`config.mk`:
```
export PLATFORM = sky130hd
export DESIGN_NAME = scroll_ctrl
export DESIGN_NICKNAME = d
export VERILOG_FILES = /design/src/rtl/scroll_pkg.sv /design/src/rtl/sync_edge.sv /design/src/rtl/scroll_ctrl.sv
export SDC_FILE = /design/constraint.sdc
export NUM_CORES = 1
export LEC_CHECK = 0
export BUFFER_PORTS_ARGS = -buffer_cell sky130_fd_sc_hd__buf_2
export CORE_MARGIN = 1.5
export CORE_UTILIZATION = 59
export DETAILED_ROUTE_END_ITERATION = 8
export PLACE_DENSITY_LB_ADDON = 0.25
export SLEW_MARGIN = 15
export SYNTH_ARGS = -nofsm -noshare
export SYNTH_HDL_FRONTEND = slang
export SYNTH_SLANG_ARGS = --single-unit
```
`constraint.sdc`:
```
create_clock -name Clock -period 2.5 [get_ports Clock]
set_input_delay 0.125 -clock Clock [delete_from_list [all_inputs] [get_ports Clock]]
set_output_delay 0.125 -clock Clock [all_outputs]
set_load 0.02 [all_outputs]
```
`src/rtl/scroll_pkg.sv`:
```
// Shared constants, state encoding and code-stepping helper for the
// rotating-message sequencer.
package scroll_pkg;

  localparam int C_W             = 3;
  localparam int NUM_POS_DEFAULT = 6;

  typedef enum logic {
    ST_HOLD = 1'b0,
    ST_RUN  = 1'b1
  } state_t;

  // Wraps within 0..num_pos-1 in either direction; dn=1 steps downwards.
  function automatic logic [C_W-1:0] next_code(input logic [C_W-1:0] c,
                                               input logic           dn,
                                               input int             num_pos);
    logic [C_W-1:0] last;
    last = C_W'(num_pos - 1);
    if (dn) begin
      return (c == '0) ? last : c - C_W'(1);
    end
    return (c == last) ? '0 : c + C_W'(1);
  endfunction

endpackage

```
`src/rtl/sync_edge.sv`:
```
// Two-flop synchroniser for an asynchronous level, plus a third flop that
// turns the synchronised level into a one-cycle rising-edge pulse.
module sync_edge (
  input  logic clk,
  input  logic rst_n,
  input  logic d,
  output logic level,
  output logic rise
);

  logic s1_reg;
  logic s2_reg;
  logic s3_reg;

  always_ff @(posedge clk or negedge rst_n) begin
    if (!rst_n) begin
      s1_reg <= 1'b0;
      s2_reg <= 1'b0;
      s3_reg <= 1'b0;
    end else begin
      s1_reg <= d;
      s2_reg <= s1_reg;
      s3_reg <= s2_reg;
    end
  end

  assign level = s2_reg;
  assign rise  = s2_reg & ~s3_reg;

endmodule

```
`src/rtl/scroll_ctrl.sv`:
```
// Rotation-code sequencer: auto-advances once per display period in RUN,
// single-steps from a pushbutton in HOLD.
module scroll_ctrl
  import scroll_pkg::*;
#(
  parameter int CLK_HZ  = 50000000,
  parameter int TICK_HZ = 1,
  parameter int NUM_POS = NUM_POS_DEFAULT
) (
  input  logic           Clock,
  input  logic           Resetn,
  input  logic           run,
  input  logic           dir,
  input  logic           step,
  output logic [C_W-1:0] C,
  output logic           tick,
  output logic           state_o
);

  localparam int DIV = CLK_HZ / TICK_HZ;
  localparam int PW  = (DIV > 1) ? $clog2(DIV) : 1;

  logic           run_s;
  logic           unused_run_rise;
  logic           step_e;
  logic           unused_step_level;

  state_t         state_reg, state_next;
  logic [PW-1:0]  presc_reg, presc_next;
  logic [C_W-1:0] c_reg, c_next;
  logic           tick_reg, tick_next;
  logic           advance;
  logic           presc_wrap;

  sync_edge u_sync_run (
    .clk   (Clock),
    .rst_n (Resetn),
    .d     (run),
    .level (run_s),
    .rise  (unused_run_rise)
  );

  sync_edge u_sync_step (
    .clk   (Clock),
    .rst_n (Resetn),
    .d     (step),
    .level (unused_step_level),
    .rise  (step_e)
  );

  assign presc_wrap = (presc_reg == PW'(DIV - 1));

  always_ff @(posedge Clock or negedge Resetn) begin
    if (!Resetn) begin
      state_reg <= ST_HOLD;
      presc_reg <= '0;
      c_reg     <= '0;
      tick_reg  <= 1'b0;
    end else begin
      state_reg <= state_next;
      presc_reg <= presc_next;
      c_reg     <= c_next;
      tick_reg  <= tick_next;
    end
  end

  // The advance is decided from the current state, so a step arriving on the
  // edge that enters RUN, or a wrap on the edge that leaves RUN, still lands.
  always_comb begin
    state_next = state_reg;
    presc_next = '0;
    advance    = 1'b0;

    case (state_reg)
      ST_HOLD: begin
        advance = step_e;
        if (run_s) state_next = ST_RUN;
      end
      ST_RUN: begin
        advance = presc_wrap;
        if (run_s) begin
          presc_next = presc_wrap ? '0 : presc_reg + PW'(1);
        end else begin
          state_next = ST_HOLD;
        end
      end
      default: state_next = ST_HOLD;
    endcase

    c_next    = advance ? next_code(c_reg, dir, NUM_POS) : c_reg;
    tick_next = advance;
  end

  assign C       = c_reg;
  assign tick    = tick_reg;
  assign state_o = (state_reg == ST_RUN);

endmodule
```
==> impl_table.tex, run 1 <==
\begin{tabular}{lr}
\hline
Metric & Value \\
\hline
\multicolumn{2}{l}{\textbf{Placement}} \\
Buffers added on ports & 9 \\
Gp weighted congestion & 0.809 \\
Post-detail-place hpwl & 2.23 mm \\
\multicolumn{2}{l}{\textbf{Setup path}} \\
Worst Reg2Reg Path Length in Cells & 4 \\
Startpoint kind of the worst setup timing path & flop \\
R2R Setup Slk & 0.48 ns \\
Category of the critical setup timing path & flop to flop \\
Crit path launch & presc\_reg[10]\$\_DFF\_PN0\_ \\
Critical Path End Type & flop \\
Maximum net fanout on the critical path & 25 \\
Req. time, crit path & 2.71 ns \\
Endpoint of the worst setup timing path & presc\_reg[2]\$\_DFF\_PN0\_ \\
Worst reg2reg path endpoint & presc\_reg[2]\$\_DFF\_PN0\_ \\
FF-to-FF Start & presc\_reg[10]\$\_DFF\_PN0\_ \\
CP Data Arrival Time & 2.23 ns \\
\multicolumn{2}{l}{\textbf{Timing}} \\
Fin Hold WS & 0.182 ns \\
Max-slew headroom at the worst pin & 49.5\% \\
Count of final setup violators & 0 \\
Max Clock Freq & 495 MHz \\
Clock Skews & 0.00985 ns \\
Final worst-path cycle share & 80.8\% \\
Final count of pins violating max slew & 0 \\
Final sum of negative setup slack & 0 ns \\
Min Clock Period, post-route & 2.02 ns \\
RSZ-0062 raised after global routing & no \\
Transition time at the pin with the least slew margin & 0.757 ns \\
Hold violation count in the final report & 0 \\
\multicolumn{2}{l}{\textbf{Floorplan}} \\
Starting Density & 62.8\% \\
Die span in y & 57.4 um \\
Row Count & 19 \\
Overall die width & 57.4 um \\
I/O pin total & 10 \\
Core area & 0.00278 sq mm \\
Area of the die & 0.00330 sq mm \\
\multicolumn{2}{l}{\textbf{Power and ir drop}} \\
Worst supply voltage drop on vdd & 0.641 mV \\
Standby leakage power & 0.782 nW \\
Switching power total & 0.315 mW \\
Total power density per cell area & 589 mW/mm\^{}2 \\
Part of the power in combinational logic & 13.7\% \\
Power Internal & 0.805 mW \\
Share of total power in the clock network & 28.9\% \\
Switching Share & 28.1\% \\
Flop pwr share & 57.5\% \\
\multicolumn{2}{l}{\textbf{Clocking}} \\
Maximum buffer depth of the clock tree & 2 \\
Clock-pin slew on the worst setup and hold paths & 0.11 ns \\
Total clock buffers created by CTS & 5 \\
Clock latency on the worst-skew pair & 0.33 ns \\
Hold buffers post-CTS & 3 \\
\# Post-CTS Setup Buffers & 0 \\
TritonCTS sink count & 36 \\
Clock H-tree levels & 2 \\
TritonCTS clock tree & done \\
Post-cts repair resize count & 0 \\
Clock Tree Root & sky130\_fd\_sc\_hd\_\_clkbuf\_4 \\
\multicolumn{2}{l}{\textbf{Yosys}} \\
Syn nets & 178 \\
Number of distinct library cells after synthesis & 33 \\
Synthesis Warnings & 0 \\
Synth Area per Inst & 10.2 sq um \\
Proportion of synthesized chip area in sequential cells & 51.5\% \\
Netlist area before placement & 0.00175 sq mm \\
Instance count of the mapped netlist & 171 \\
Count of state elements after synthesis & 36 \\
\multicolumn{2}{l}{\textbf{Global routing}} \\
First-pass GRT wire length & 5.56 mm \\
Number of global-route vias before repair & 1255 \\
GR Overflow Total & 0 \\
Maximum number of pins on one net before global-route repair & 37 \\
Overall global routing resource usage & 22.4\% \\
Number of antenna violations at the first check in global routing & 0 \\
\multicolumn{2}{l}{\textbf{Final layout}} \\
Synth-to-layout area growth & 8.66\% \\
End-of-flow core utilization & 68.3\% \\
Number of nets in the final layout & 194 \\
Proportion of layout cells with a drive suffix above 1 & 16.5\% \\
Max FFs per register & 26 \\
Final antenna diode count & 0 \\
\multicolumn{2}{l}{\textbf{Flow run}} \\
Max-cap check violation count & 0 \\
\multicolumn{2}{l}{\textbf{Run status}} \\
Result of the run & finished, final reports clean \\
\multicolumn{2}{l}{\textbf{Hold path}} \\
Hold/Removal Path Class & input port to flop \\
Worst Hold Depth & 3 \\
\multicolumn{2}{l}{\textbf{Route}} \\
Detailed-route vias per instance & 5.62 \\
DRC marker count from the first detailed-route iteration & 63 \\
Number of DRC violations after detailed routing & 0 \\
Wirelength per Cell & 14.3 um \\
Count of nets left with antenna violations after detail routing & 0 \\
Detailed-route via count & 1230 \\
Number of detailed-route iterations in the first pass & 4 \\
WL final & 3.14 mm \\
\hline
\end{tabular}
==> logic make-up after synthesis <==
logic type	synth area share, %
fa+ha+maj	1.43
simple gates	27.9
flops	51.5
compound gates	3.51
xor+xnor	12.0
buf+inv	3.58
==> Yosys cell counts, drive strengths merged <==
| master | number | area share, % |
|---|---|---|
| xnor2 | 12 | 6.0 |
| nor3b | 1 | 0.43 |
| nand2 | 13 | 2.8 |
| or3 | 1 | 0.36 |
| and2 | 1 | 0.36 |
| buf | 4 | 1.9 |
| o21ai | 4 | 1.1 |
| a32oi | 1 | 0.50 |
| a21o | 1 | 0.50 |
| or4 | 1 | 0.64 |
| dfrtp | 36 | 52 |
| a21oi | 2 | 0.57 |
| nand3 | 11 | 3.1 |
| xor2 | 12 | 6.0 |
| a31oi | 1 | 0.36 |
| nor4 | 4 | 2.9 |
| inv | 8 | 1.7 |
| nand4bb | 1 | 0.64 |
| nor2 | 35 | 7.7 |
| o21a | 1 | 0.43 |
| and4 | 1 | 0.50 |
| nor3 | 6 | 2.6 |
| or4b | 2 | 1.1 |
| and3 | 2 | 0.72 |
| ha | 2 | 1.4 |
| nand4 | 8 | 4.1 |
==> placed cells by master, fill, tap and decap left out, types with 2 or more instances in the layout <==
master,count
sky130_fd_sc_hd__dfrtp_1,36
sky130_fd_sc_hd__nor2_1,34
sky130_fd_sc_hd__nand2_1,13
sky130_fd_sc_hd__xor2_1,12
sky130_fd_sc_hd__xnor2_1,12
sky130_fd_sc_hd__nand3_1,11
sky130_fd_sc_hd__buf_2,9
sky130_fd_sc_hd__inv_1,7
sky130_fd_sc_hd__nand4_1,6
sky130_fd_sc_hd__clkbuf_4,5
sky130_fd_sc_hd__nor4_2,4
sky130_fd_sc_hd__o21ai_0,4
sky130_fd_sc_hd__nor3_1,3
sky130_fd_sc_hd__nor3_2,3
sky130_fd_sc_hd__dlygate4sd3_1,3
sky130_fd_sc_hd__a21oi_1,2
sky130_fd_sc_hd__and3_1,2
sky130_fd_sc_hd__ha_1,2
==> metal layers <==
metal  vias to the layer above  track usage, %  wire (um)
li1                        616               -          -
met1                       589            28.7       1410
met2                        17            35.1       1560
met3                         8            4.99         81
met4                         0            13.0         89
met5                         -               0          0
==> critical path: stages (launching register included) <==
cell                      delay (ns)
sky130_fd_sc_hd__dfrtp_1        0.45
sky130_fd_sc_hd__or4b_1         0.55
sky130_fd_sc_hd__nor4_2         0.29
sky130_fd_sc_hd__a21o_2         0.48
sky130_fd_sc_hd__nor2_1         0.11
==> worst min-delay path by stage <==
| stage | slack, ns | from | end |
|---|---|---|---|
| floorplan | -0.17 | Resetn | C[0]$_DFFE_PN0P_ |
| global placement | 0.23 | Resetn | presc_reg[22]$_DFF_PN0_ |
| detailed placement | 0.24 | step | u_sync_step.s1_reg$_DFF_PN0_ |
| CTS | 0.17 | dir | C[1]$_DFFE_PN0P_ |
| global route | 0.21 | dir | C[2]$_DFFE_PN0P_ |
| finish | 0.18 | dir | C[1]$_DFFE_PN0P_ |
==> layout make-up <==
class | count | area (sq um)
clock buffers | 7 | 55.1
clock inverters | 1 | 7.51
fillers | 228 | 882
inverters | 8 | 30.0
multi-input cells | 123 | 785
flip-flops and latches | 36 | 901
well taps | 31 | 38.8
repair buffers | 13 | 82.6
==> stage by stage <==
stage          instance area (sq um)  power [mW]  std cells  worst slack (ns)
2_1_floorplan                   1750       0.752        171             0.755
3_3_place_gp                    1810       0.790        208             0.556
3_5_place_dp                    1810       0.805        208             0.486
4_1_cts                         1900        1.13        219             0.461
5_1_grt                         1900        1.18        219             0.308
6_report                        1900        1.12        219             0.480
==> power by group through the flow <==
stage	Combinational, mW	Sequential (mW)	Clock, mW
6_report	0.153	0.643	0.323
5_1_grt	0.178	0.649	0.351
4_1_cts	0.155	0.642	0.334
3_5_place_dp	0.151	0.654	0
3_3_place_gp	0.139	0.650	0
2_1_floorplan	0.0823	0.669	0
Power figures use the tool's default switching activity.
==> inputs of run 2 (changes only) <==
==> constraint.sdc (replaced) <==
create_clock -name Clock -period 2.1 [get_ports Clock]
set_input_delay 0.105 -clock Clock [delete_from_list [all_inputs] [get_ports Clock]]
set_output_delay 0.105 -clock Clock [all_outputs]
set_load 0.02 [all_outputs]
==> run 2 against run 1 <==
  * Hold slack worse by 0.025 ns
  * Clock skew is 0.0051 ns higher
  * Total power is 27% higher
  * Largest cell class unchanged
  * Sequential power is 19% higher
  * Flip-flop and latch count stayed put
  * Combinational power is 20% higher
  * Register-to-register slack worse by 0.31 ns
  * Routed wire length is 0.61% higher
  * Critical path type unchanged
  * Maximum frequency is 4.6% higher
  * Via count is 0.16% lower
  * Core utilization is 1.5 points higher
  * First-iteration DRC count is 3.2% lower
==> impl_table.tex, run 2 (synthesized netlist as in run 1, its figures left out) <==
\begin{tabular}{lr}
\hline
Metric & Value \\
\hline
\multicolumn{2}{l}{\textbf{Run status}} \\
Result of the run & finished, final reports clean \\
\multicolumn{2}{l}{\textbf{Final layout}} \\
Final cell count without fillers & 221 (+0.91\%) \\
Synth-to-layout area growth & 11.0\% \\
Cell area after layout & 0.00194 sq mm (+2.2\%) \\
Final antenna diode count & 0 (unchanged) \\
Proportion of layout cells with a drive suffix above 1 & 17.4\% (+0.88 points) \\
Max FFs per register & 26 (unchanged) \\
Most frequent cells in the layout & sky130\_fd\_sc\_hd\_\_dfrtp\_1, sky130\_fd\_sc\_hd\_\_nor2\_1, sky130\_fd\_sc\_hd\_\_nand2\_1, sky130\_fd\_sc\_hd\_\_xor2\_1, sky130\_fd\_sc\_hd\_\_xnor2\_1 \\
End-of-flow core utilization & 69.8\% (+1.5 points) \\
Number of nets in the final layout & 196 (+1.0\%) \\
Most common cell after layout, fill and taps aside & sky130\_fd\_sc\_hd\_\_dfrtp\_1 \\
\multicolumn{2}{l}{\textbf{Setup path}} \\
Category of the critical setup timing path & flop to flop \\
Maximum net fanout on the critical path & 20 (-20\%) \\
Biggest cell delay along the critical path & 0.70 ns (+0.15 ns) \\
Req. time, crit path & 2.33 ns (-0.38 ns) \\
Startpoint kind of the worst setup timing path & flop \\
CP Data Arrival Time & 2.16 ns (-0.07 ns) \\
CP cell instances & or4b\_2 > nor3\_1 > a21o\_2 > buf\_12 > nor2\_1 \\
Critical Path End Type & flop \\
Cell with the biggest individual delay on the critical path & sky130\_fd\_sc\_hd\_\_or4b\_2 \\
\multicolumn{2}{l}{\textbf{Global routing}} \\
Maximum number of pins on one net before global-route repair & 37 (unchanged) \\
Number of antenna violations at the first check in global routing & 0 (unchanged) \\
Number of global-route vias before repair & 1190 (-5.2\%) \\
First-pass GRT wire length & 5.38 mm (-3.2\%) \\
GR Overflow Total & 0 (unchanged) \\
Overall global routing resource usage & 21.8\% (-0.63 points) \\
\multicolumn{2}{l}{\textbf{Timing}} \\
Final worst-path cycle share & 91.9\% (+11 points) \\
Transition time at the pin with the least slew margin & 0.764 ns (+0.00754 ns) \\
Hold violation count in the final report & 0 (unchanged) \\
Count of final setup violators & 0 (unchanged) \\
Fin Hold WS & 0.157 ns (-0.0251 ns) \\
Max-slew headroom at the worst pin & 49.0\% (-0.50 points) \\
Clock Skews & 0.0150 ns (+0.00512 ns) \\
Final count of pins violating max slew & 0 (unchanged) \\
RSZ-0062 raised after global routing & no \\
Min Clock Period, post-route & 1.93 ns (-0.0893 ns) \\
Max Clock Freq & 518 MHz (+4.6\%) \\
Final sum of negative setup slack & 0 ns (unchanged) \\
\multicolumn{2}{l}{\textbf{Route}} \\
Detailed-route via count & 1228 (-0.16\%) \\
Detailed-route vias per instance & 5.56 (-1.1\%) \\
Number of detailed-route iterations in the first pass & 4 (unchanged) \\
Number of DRC violations after detailed routing & 0 (unchanged) \\
WL final & 3.16 mm (+0.61\%) \\
Wirelength per Cell & 14.3 um (-0.31\%) \\
DRC marker count from the first detailed-route iteration & 61 (-3.2\%) \\
Count of nets left with antenna violations after detail routing & 0 (unchanged) \\
\multicolumn{2}{l}{\textbf{Clocking}} \\
Post-cts repair resize count & 0 (unchanged) \\
Clock H-tree levels & 2 (unchanged) \\
TritonCTS clock tree & done \\
Clock-pin slew on the worst setup and hold paths & 0.11 ns (about the same) \\
Total clock buffers created by CTS & 5 (unchanged) \\
TritonCTS sink count & 36 (unchanged) \\
Clock Tree Root & sky130\_fd\_sc\_hd\_\_clkbuf\_4 \\
Maximum buffer depth of the clock tree & 2 (unchanged) \\
Clock latency on the worst-skew pair & 0.34 ns (about the same) \\
\multicolumn{2}{l}{\textbf{Floorplan}} \\
Overall die width & 57.4 um (unchanged) \\
Core area & 0.00278 sq mm (unchanged) \\
Area of the die & 0.00330 sq mm (unchanged) \\
Row Count & 19 (unchanged) \\
Die span in y & 57.4 um (unchanged) \\
Starting Density & 62.8\% (unchanged) \\
I/O pin total & 10 (unchanged) \\
\multicolumn{2}{l}{\textbf{Placement}} \\
Gp weighted congestion & 0.849 (+4.9\%) \\
Post-detail-place hpwl & 2.24 mm (+0.61\%) \\
Total instance count after detailed placement & 210 (+0.96\%) \\
Buffers added on ports & 9 (unchanged) \\
Placement-stage cell area & 0.00183 sq mm (+1.5\%) \\
\multicolumn{2}{l}{\textbf{Power and ir drop}} \\
Share of total power in the clock network & 33.0\% (+4.1 points) \\
Switching power total & 0.374 mW (+19\%) \\
Standby leakage power & 0.808 nW (+3.4\%) \\
Power Internal & 1.05 mW (+30\%) \\
Switching Share & 26.4\% (-1.7 points) \\
Part of the power in combinational logic & 13.0\% (-0.7 points) \\
Total power density per cell area & 732 mW/mm\^{}2 (+24\%) \\
Flop pwr share & 54.0\% (-3.5 points) \\
Worst supply voltage drop on vdd & 0.931 mV (+45\%) \\
\multicolumn{2}{l}{\textbf{Flow run}} \\
Max-cap check violation count & 0 (unchanged) \\
\multicolumn{2}{l}{\textbf{Hold path}} \\
Hold/Removal Path Class & input port to flop \\
\hline
\end{tabular}
run 2: cell types whose count changed in the layout (fill, tap and decap cells not counted), sizes merged:
cell,delta
clkbuf,-1
clkinv,+1
buf,+2
clkinvlp,-1
bufinv,+1
run 2: per-layer routing:
layer	wire length, um	vias to the layer above	track usage (%)
met4	64	0	9.30
met2	1500	21	34.3
met5	0	-	0
li1	-	614	-
met3	119	7	6.35
met1	1470	586	28.3
run 2: path summary, 6_finish.rpt:
kind | from | depth (start not counted) | slack [ns] | end
max | presc_reg[7]$_DFF_PN0_ | 5 | 0.17 | presc_reg[2]$_DFF_PN0_
min | dir | 3 | 0.16 | C[2]$_DFFE_PN0P_
max reg2reg | presc_reg[7]$_DFF_PN0_ | 5 | 0.17 | presc_reg[2]$_DFF_PN0_
min reg2reg | u_sync_step.s1_reg$_DFF_PN0_ | 0 | 0.36 | u_sync_step.level$_DFF_PN0_
max in group asynchronous | Resetn | 2 | 1.24 | presc_reg[19]$_DFF_PN0_
min in group asynchronous | Resetn | 2 | 0.36 | presc_reg[9]$_DFF_PN0_
run 2: critical path, delay by kind of cell, from the launching register on:
family / cells / cell delay [ns]
simple gates: 3 / 0.94
flops: 1 / 0.47
compound gates: 1 / 0.23
buf+inv: 1 / 0.17
run 2: area by class of cell:
cell class / count / area (sq um)
Fill cell: 203 / 841
Multi-Input combinational cell: 123 / 785
Clock buffer: 6 / 41.3
Tap cell: 31 / 38.8
Sequential cell: 36 / 901
Inverter: 8 / 30.0
Clock inverter: 2 / 35.0
Timing Repair Buffer: 15 / 110
run 2: power by group through the flow:
stage | sequential [mW] | combinational, mW | clock (mW)
after CTS | 0.767 | 0.187 | 0.484
final | 0.767 | 0.184 | 0.469
after detailed placement | 0.781 | 0.182 | 0
after global routing | 0.772 | 0.209 | 0.514
after floorplan | 0.797 | 0.0980 | 0
after global placement | 0.776 | 0.171 | 0
run 2: what timing repair did:
item | 4_1_cts | 5_1_grt
hold endpoints to repair | 38 | 0
hold buffers | 3 | 0
setup buffers | 0 | 0
setup endpoints to repair | 0 | 0
run 2: metrics by stage:
stage	worst slack, ns	total power [mW]
final	0.169	1.42
after global routing	0.0246	1.49
after CTS	0.182	1.44
after detailed placement	0.208	0.963
after global placement	0.259	0.947
after floorplan	0.355	0.895
==> inputs of run 3 (changes only) <==
--- a/config.mk
+++ b/config.mk
@@ -7,7 +7,7 @@
 export LEC_CHECK = 0
 export BUFFER_PORTS_ARGS = -buffer_cell sky130_fd_sc_hd__buf_2
 export CORE_MARGIN = 1.5
-export CORE_UTILIZATION = 59
+export CORE_UTILIZATION = 55
 export DETAILED_ROUTE_END_ITERATION = 8
 export PLACE_DENSITY_LB_ADDON = 0.25
 export SLEW_MARGIN = 15
==> run 3 against run 2 <==
  * Core utilization down 4.9 points
  * Largest cell class unchanged
  * Hold slack about the same
  * Non-clock buffer count rose by 1
  * Critical path type unchanged
  * Routed wire length is 4.4% lower
  * Count of clock-buffer cells in the layout unchanged
  * Maximum frequency increased by 3.3%
  * Combinational power about the same
==> impl_table.tex, run 3 (synthesized netlist as in run 1, its figures left out) <==
\begin{tabular}{lr}
\hline
Metric & Value \\
\hline
\multicolumn{2}{l}{\textbf{Clocking}} \\
Clock H-tree levels & 2 (unchanged) \\
Total clock buffers created by CTS & 5 (unchanged) \\
TritonCTS sink count & 36 (unchanged) \\
Clock latency on the worst-skew pair & 0.34 ns (about the same) \\
\# Post-CTS Setup Buffers & 0 (unchanged) \\
Clock Tree Root & sky130\_fd\_sc\_hd\_\_clkbuf\_4 \\
Maximum buffer depth of the clock tree & 2 (unchanged) \\
TritonCTS clock tree & done \\
Clock-pin slew on the worst setup and hold paths & 0.11 ns (about the same) \\
\multicolumn{2}{l}{\textbf{Floorplan}} \\
Starting Density & 57.7\% (-5.1 points) \\
Area of the die & 0.00353 sq mm (+6.9\%) \\
I/O pin total & 10 (unchanged) \\
Row Count & 20 (+1) \\
Die span in y & 59.4 um (+3.4\%) \\
Core area & 0.00303 sq mm (+8.9\%) \\
Overall die width & 59.4 um (+3.4\%) \\
\multicolumn{2}{l}{\textbf{Placement}} \\
Buffers added on ports & 9 (unchanged) \\
Gp weighted congestion & 0.781 (-8.0\%) \\
Post-detail-place hpwl & 2.14 mm (-4.9\%) \\
Total instance count after detailed placement & 224 (+6.7\%) \\
\multicolumn{2}{l}{\textbf{Timing}} \\
Clock Skews & 0.00739 ns (-0.00757 ns) \\
Transition time at the pin with the least slew margin & 0.766 ns (+0.00129 ns) \\
Final sum of negative setup slack & 0 ns (unchanged) \\
Final count of pins violating max slew & 0 (unchanged) \\
RSZ-0062 raised after global routing & no \\
Hold violation count in the final report & 0 (unchanged) \\
Final worst-path cycle share & 89.0\% (-2.9 points) \\
Max Clock Freq & 535 MHz (+3.3\%) \\
Min Clock Period, post-route & 1.87 ns (-0.0611 ns) \\
Count of final setup violators & 0 (unchanged) \\
Max-slew headroom at the worst pin & 49.0\% (-0.086 points) \\
\multicolumn{2}{l}{\textbf{Final layout}} \\
Synth-to-layout area growth & 12.4\% \\
Proportion of layout cells with a drive suffix above 1 & 17.8\% (+0.43 points) \\
Max FFs per register & 26 (unchanged) \\
Most common cell after layout, fill and taps aside & sky130\_fd\_sc\_hd\_\_dfrtp\_1 \\
Number of nets in the final layout & 197 (+0.51\%) \\
Final antenna diode count & 0 (unchanged) \\
Final cell count without fillers & 235 (+6.3\%) \\
Most frequent cells in the layout & sky130\_fd\_sc\_hd\_\_dfrtp\_1, sky130\_fd\_sc\_hd\_\_nor2\_1, sky130\_fd\_sc\_hd\_\_nand2\_1, sky130\_fd\_sc\_hd\_\_xor2\_1, sky130\_fd\_sc\_hd\_\_xnor2\_1 \\
\multicolumn{2}{l}{\textbf{Route}} \\
Detailed-route via count & 1234 (+0.49\%) \\
Count of nets left with antenna violations after detail routing & 0 (unchanged) \\
WL final & 3.02 mm (-4.4\%) \\
DRC marker count from the first detailed-route iteration & 55 (-9.8\%) \\
Number of detailed-route iterations in the first pass & 4 (unchanged) \\
Wirelength per Cell & 12.9 um (-10\%) \\
Detailed-route vias per instance & 5.25 (-5.5\%) \\
Number of DRC violations after detailed routing & 0 (unchanged) \\
\multicolumn{2}{l}{\textbf{Setup path}} \\
Req. time, crit path & 2.31 ns (-0.02 ns) \\
Critical Path End Type & flop \\
Maximum net fanout on the critical path & 5 (-75\%) \\
Startpoint kind of the worst setup timing path & flop \\
Category of the critical setup timing path & flop to flop \\
CP Data Arrival Time & 2.08 ns (-0.08 ns) \\
\multicolumn{2}{l}{\textbf{Power and ir drop}} \\
Switching power total & 0.380 mW (+1.4\%) \\
Standby leakage power & 0.812 nW (+0.55\%) \\
Total power density per cell area & 726 mW/mm\^{}2 (-0.79\%) \\
Share of total power in the clock network & 33.4\% (+0.4 points) \\
Part of the power in combinational logic & 12.7\% (-0.3 points) \\
Switching Share & 26.6\% (+0.25 points) \\
Power Internal & 1.05 mW (about the same) \\
Worst supply voltage drop on vdd & 0.374 mV (-60\%) \\
Flop pwr share & 53.9\% (about the same) \\
\multicolumn{2}{l}{\textbf{Global routing}} \\
Overall global routing resource usage & 20.1\% (-1.7 points) \\
Number of antenna violations at the first check in global routing & 0 (unchanged) \\
Number of global-route vias before repair & 1218 (+2.4\%) \\
First-pass GRT wire length & 5.31 mm (-1.4\%) \\
Maximum number of pins on one net before global-route repair & 37 (unchanged) \\
GR Overflow Total & 0 (unchanged) \\
\multicolumn{2}{l}{\textbf{Hold path}} \\
Hold/Removal Path Class & input port to flop \\
\multicolumn{2}{l}{\textbf{Flow run}} \\
Max-cap check violation count & 0 (unchanged) \\
\multicolumn{2}{l}{\textbf{Run status}} \\
Result of the run & finished, final reports clean \\
\hline
\end{tabular}
-- run 3: changes by cell type in the layout (fill, tap and decap cells not counted) --
cell,previous run,this run
sky130_fd_sc_hd__buf_4,2,3
-- run 3: path summary, 6_finish.rpt --
| path | cells past startpoint | from | slack, ns | to |
|---|---|---|---|---|
| setup reg to reg | 5 | presc_reg[7]$_DFF_PN0_ | 0.23 | C[2]$_DFFE_PN0P_ |
| hold reg to reg | 0 | u_sync_run.s1_reg$_DFF_PN0_ | 0.36 | u_sync_run.level$_DFF_PN0_ |
| hold / removal | 3 | dir | 0.16 | C[2]$_DFFE_PN0P_ |
| setup / recovery | 5 | presc_reg[7]$_DFF_PN0_ | 0.23 | C[2]$_DFFE_PN0P_ |
| min in group asynchronous | 2 | Resetn | 0.37 | presc_reg[3]$_DFF_PN0_ |
| max in group asynchronous | 2 | Resetn | 1.24 | u_sync_step.s3_reg$_DFF_PN0_ |
-- run 3: per-layer routing --
| layer | global-route usage (%) | vias up | wire length (um) |
|---|---|---|---|
| li1 | - | 616 | - |
| met1 | 26.1 | 595 | 1470 |
| met2 | 31.7 | 19 | 1410 |
| met3 | 7.21 | 4 | 106 |
| met4 | 5.52 | 0 | 34 |
| met5 | 0 | - | 0 |
-- run 3: area by class of cell --
type	instances	area (sq um)
Fill cell	254	1060
Sequential cell	36	901
Multi-Input combinational cell	123	785
Timing Repair Buffer	16	118
Tap cell	44	55.1
Clock buffer	6	41.3
Clock inverter	2	35.0
Inverter	8	30.0
-- run 3: what timing repair did --
action,4_1_cts,5_1_grt
hold buffers,3,0
hold endpoints to repair,38,0
gates resized for setup,0,0
-- run 3: power by group through the flow --
stage	clock network, mW	registers (mW)	logic (mW)
2_1_floorplan	0	0.797	0.0980
3_3_place_gp	0	0.776	0.172
3_5_place_dp	0	0.781	0.180
4_1_cts	0.487	0.768	0.185
5_1_grt	0.520	0.774	0.211
6_report	0.476	0.768	0.182
-- run 3: critical path: stages (launching register included) --
cell	delay, ns
sky130_fd_sc_hd__dfrtp_1	0.46
sky130_fd_sc_hd__or4b_2	0.70
sky130_fd_sc_hd__nor4_2	0.15
sky130_fd_sc_hd__a21oi_1	0.16
sky130_fd_sc_hd__o21ai_0	0.18
sky130_fd_sc_hd__o21ai_0	0.10
-- run 3: metrics by stage --
step | setup slack (ns) | hold WS [ns] | instance area [sq um] | util, % | total power, mW
floorplan | 0.355 | -0.191 | 1750 | - | 0.895
global placement | 0.272 | 0.214 | 1860 | 61.4 | 0.948
detailed placement | 0.259 | 0.218 | 1860 | 61.4 | 0.961
CTS | 0.238 | 0.129 | 1960 | 64.9 | 1.44
global route | 0.0269 | 0.158 | 1960 | 64.9 | 1.51
finish | 0.230 | 0.156 | 1960 | 64.9 | 1.43
